`config.mk`:
```
export PLATFORM = sky130hd
export DESIGN_NAME = sign_extend_stream
export DESIGN_NICKNAME = d
export VERILOG_FILES = /design/src/rtl/sign_extend_stream.sv
export SDC_FILE = /design/constraint.sdc
export NUM_CORES = 1
export LEC_CHECK = 0
export BUFFER_PORTS_ARGS = -buffer_cell sky130_fd_sc_hd__buf_2
export CORE_ASPECT_RATIO = 2
export CORE_MARGIN = 4
export CORE_UTILIZATION = 57
export DETAILED_ROUTE_END_ITERATION = 6
export PLACE_DENSITY = 0.94
export SYNTH_ARGS = -nofsm -noshare
export SYNTH_HDL_FRONTEND = slang
export SYNTH_SLANG_ARGS = --single-unit
```
`constraint.sdc`:
```
create_clock -name clk -period 5.44 [get_ports clk]
set_input_delay 1.088 -clock clk [delete_from_list [all_inputs] [get_ports clk]]
set_output_delay 1.088 -clock clk [all_outputs]
set_load 0.01 [all_outputs]
```
`src/rtl/sign_extend_stream.sv`:
```
// Streaming sign/zero extender with per-beat width and mode.
// Two-entry skid buffer gives full throughput under backpressure.
module sign_extend_stream #(
  parameter  int IN_W  = 8,
  parameter  int OUT_W = 32,
  parameter  int CNT_W = 16,
  localparam int LEN_W = $clog2(IN_W + 1)
) (
  input  logic             clk,
  input  logic             rst,
  input  logic             in_valid,
  output logic             in_ready,
  input  logic [IN_W-1:0]  in_data,
  input  logic [LEN_W-1:0] in_len,
  input  logic             in_mode,
  output logic             out_valid,
  input  logic             out_ready,
  output logic [OUT_W-1:0] out_data,
  output logic             out_neg,
  output logic [CNT_W-1:0] xfer_count
);

  typedef enum logic [1:0] {
    S_EMPTY,
    S_ONE,
    S_TWO
  } state_t;

  state_t             state_q, state_d;
  logic [OUT_W-1:0]   or_q, or_d;
  logic [OUT_W-1:0]   sr_q, sr_d;
  logic [CNT_W-1:0]   cnt_q, cnt_d;

  logic [LEN_W-1:0]   l_eff;
  logic [OUT_W-1:0]   pad;
  logic [OUT_W-1:0]   ext;
  logic               sign_b;
  logic               acc;
  logic               drn;

  // Width clamp: 0 or anything wider than the port means full width.
  always_comb begin
    if (in_len == '0 || in_len > LEN_W'(IN_W)) begin
      l_eff = LEN_W'(IN_W);
    end else begin
      l_eff = in_len;
    end
  end

  always_comb begin
    sign_b = 1'b0;
    for (int i = 0; i < IN_W; i++) begin
      if (i == int'(l_eff) - 1) begin
        sign_b = in_data[i];
      end
    end
  end

  always_comb begin
    pad = '0;
    pad[IN_W-1:0] = in_data;
    ext = '0;
    for (int i = 0; i < OUT_W; i++) begin
      if (i < int'(l_eff)) begin
        ext[i] = pad[i];
      end else begin
        ext[i] = in_mode & sign_b;
      end
    end
  end

  assign in_ready   = !rst && (state_q != S_TWO);
  assign out_valid  = (state_q != S_EMPTY);
  assign out_data   = or_q;
  assign out_neg    = or_q[OUT_W-1];
  assign xfer_count = cnt_q;

  assign acc = in_valid & in_ready;
  assign drn = out_valid & out_ready;

  always_comb begin
    state_d = state_q;
    or_d    = or_q;
    sr_d    = sr_q;
    unique case (state_q)
      S_EMPTY: begin
        if (acc) begin
          or_d    = ext;
          state_d = S_ONE;
        end
      end
      S_ONE: begin
        if (acc && drn) begin
          or_d = ext;
        end else if (acc) begin
          sr_d    = ext;
          state_d = S_TWO;
        end else if (drn) begin
          state_d = S_EMPTY;
        end
      end
      S_TWO: begin
        if (drn) begin
          or_d    = sr_q;
          state_d = S_ONE;
        end
      end
      default: state_d = S_EMPTY;
    endcase
  end

  always_comb begin
    cnt_d = cnt_q;
    if (drn && cnt_q != '1) begin
      cnt_d = cnt_q + CNT_W'(1);
    end
  end

  always_ff @(posedge clk) begin
    if (rst) begin
      state_q <= S_EMPTY;
      or_q    <= '0;
      sr_q    <= '0;
      cnt_q   <= '0;
    end else begin
      state_q <= state_d;
      or_q    <= or_d;
      sr_q    <= sr_d;
      cnt_q   <= cnt_d;
    end
  end

endmodule

```
==> results.yml <==
status:
  status: "finished, final reports clean"
clock_network:
  clk_latency_ns: 0.30
  cts_sinks: 50
  htreeDepth: 2
  clk_pin_slew_ns: 0.09
  cts_made_buffers: 5
  tritoncts: "built"
  root_buffer: "clkbuf_8"
  cts_resized: 0
  clock_tree.buffer_depth: 2
  hold_buffers: 0
  postCtsSetupBuffers: 0
synth:
  synth_fp_nets: 348
  synthArstFlopShare: 0
  ys_types: 54
  syn_area_per_cell_um2: 8.09
  synth-seq-cells: 50
  synth_flop_cell: "dfxtp_1"
  synth_edf_count: 0
  synth_area_um2: 2660
  yosysWarnings: 0
  seq_area_frac_synth: 0.376
  synthCells: 329
worst_setup_path:
  cp_cell_sequence: "buf_2 -> nor2_1 -> buf_2"
  critPathBufInv: 2
  cpMostUsedCell: "buf_2"
  rr_worst_depth: 6
  critPathKind: "primary input to primary output"
  crit_required_ns: 4.35
  cp_slowest_stage_delay_ns: 0.67
  critPathTopFamily: "buffers and inverters"
  cp_max_fo: 49
  critPathLaunchType: "primary input"
  arrival_ns: 2.06
  slowest_stage: "buf_2"
  path_depth: 3
  endpoint_kind: "primary output"
routing:
  wl_per_cell_um: 16.0
  finalWirelength_um: 6830
  vias: 2535
  antenna_left: 0
  vias_per_cell: 5.95
  drc_errors: 0
  drt-pass1-iter-count: 4
  drt_iter0_markers: 96
timing:
  finalCritPeriodShare: 0.578
  fin_crit_ns: 3.15
  hold_viol: 0
  finalSetupViolCount: 0
  setup_tns_ns: 0
  fmax_ghz: 0.318
  slew_headroom: 0.400
  slew_viol_final: 0
  tightestPinTransition_ns: 0.900
  finClkSkew_ns: 0.00493
  grt_setup_unrepaired: "false"
floorplan:
  dieArea_um2: 5890
  initial_core_util: 0.585
  ios: 68
  row_count: 35
  die_h_um: 105
  core_um2: 4550
  dieWidth_um: 56.3
job:
  maxCapViolCount: 0
grt:
  first_global_vias: 2392
  grt_pass1_wl_um: 10700
  grt_usage: 0.226
  overflow: 0
  antenna_found_initial: 0
  grt_max_degree: 50
cells_and_area:
  diodes: 0
  final_cell_mix: "buf_2 (67), dfxtp_1 (50), nor2_1 (45), nand2_1 (35), a21oi_1 (21)"
  final_nets: 389
  syn_to_final_growth_pct: 12.1
  layout_commonest_cell: "buf_2"
  layout.cells.non_filler: 426
  layout-drive-gt1-share: 0.245
worst_hold_path:
  worstHoldPathCells: 2
  hp-class: "register to register"
placement:
  dp.cells: 418
  portBuffers: 67
  hpwl_um: 5070
  place_congestion: 0.937
power:
  max-vdd-ir-drop_mv: 0.215
  p_leak_nw: 1.20
  total_power_uw: 772
  power.density_nw_per_um2: 259
-- final timing paths --
path	start	endpoint	slack (ns)
setup reg to reg	state_q[0]	out_data[3]	3.16
hold / removal	sr_q[15]	sr_q[15]	0.46
setup / recovery	rst	in_ready	2.29
hold reg to reg	sr_q[15]	sr_q[15]	0.46
-- cell type report --
cell class | instances | area (um2)
timing repair buffer | 71 | 365
inverter | 6 | 22.5
tap | 55 | 68.8
clock inverter | 2 | 37.5
multi-input combinational | 236 | 1420
sequential | 50 | 1000
fill | 414 | 1570
clock buffer | 6 | 72.6
-- power by group --
| group | internal [mW] | total (mW) | leakage (nW) | switching, mW |
|---|---|---|---|---|
| registers | 0.379 | 0.389 | 0.406 | 0.00959 |
| clock network | 0.137 | 0.261 | 0.0514 | 0.124 |
| logic | 0.0465 | 0.122 | 0.738 | 0.0758 |
-- metal layers --
layer,vias up,wire (um),GRT usage
li1,1231,-,-
met1,1174,2430,0.212
met2,101,3730,0.431
met3,29,356,0.0396
met4,0,314,0.136
met5,-,0,0
-- cell families after synthesis --
family,synth area share
flops,0.376
mux,0.0117
buf+inv,0.0921
xor+xnor,0.0493
compound gates,0.220
fa+ha+maj,0.00940
simple gates,0.242
-- state kept, by name, indices dropped and copies added (netlist names) --
name,count
xfer_count,16
state_q,2
sr_q,16
out_data,16
-- worst min-delay path, delay by kind of cell (launching register included) --
kind | cells | cell delay (ns)
AOI/OAI and AO/OA | 1 | 0.05
DFF | 1 | 0.32
and+or+nand+nor | 1 | 0.05
-- synthesized netlist by cell type (2+ instances only) --
cell | n | share of area
nand4_1 | 5 | 0.012
o221ai_1 | 3 | 0.0099
inv_1 | 6 | 0.0085
a211oi_1 | 9 | 0.025
nor3_1 | 10 | 0.019
xnor2_1 | 14 | 0.046
buf_4 | 18 | 0.051
mux2i_1 | 2 | 0.0075
ha_1 | 2 | 0.0094
nor4_1 | 5 | 0.012
dfxtp_1 | 50 | 0.38
nor2b_1 | 3 | 0.0070
or2_2 | 3 | 0.0070
nand3_1 | 6 | 0.011
a211oi_2 | 2 | 0.0094
a31oi_1 | 4 | 0.0094
o211ai_1 | 6 | 0.017
buf_6 | 2 | 0.0085
a21oi_1 | 21 | 0.039
a311oi_1 | 4 | 0.013
nand2b_1 | 6 | 0.014
o21ai_0 | 20 | 0.038
o311ai_0 | 2 | 0.0066
nor3b_1 | 2 | 0.0056
nor4b_1 | 3 | 0.0099
clkbuf_1 | 15 | 0.021
nand2_1 | 35 | 0.049
nor2_1 | 45 | 0.063
-- metrics by stage --
| step | instance area, um2 | utilization | hold WS [ns] | worst slack (ns) |
|---|---|---|---|---|
| 2_1_floorplan | 2660 | - | 0.437 | 2.41 |
| 3_3_place_gp | 2870 | 0.631 | 0.437 | 2.11 |
| 3_5_place_dp | 2870 | 0.631 | 0.443 | 2.06 |
| 4_1_cts | 2980 | 0.655 | 0.464 | 2.30 |
| 5_1_grt | 2980 | 0.655 | 0.492 | 2.13 |
| 6_report | 2980 | 0.655 | 0.461 | 2.29 |
Power figures use the tool's default switching activity.
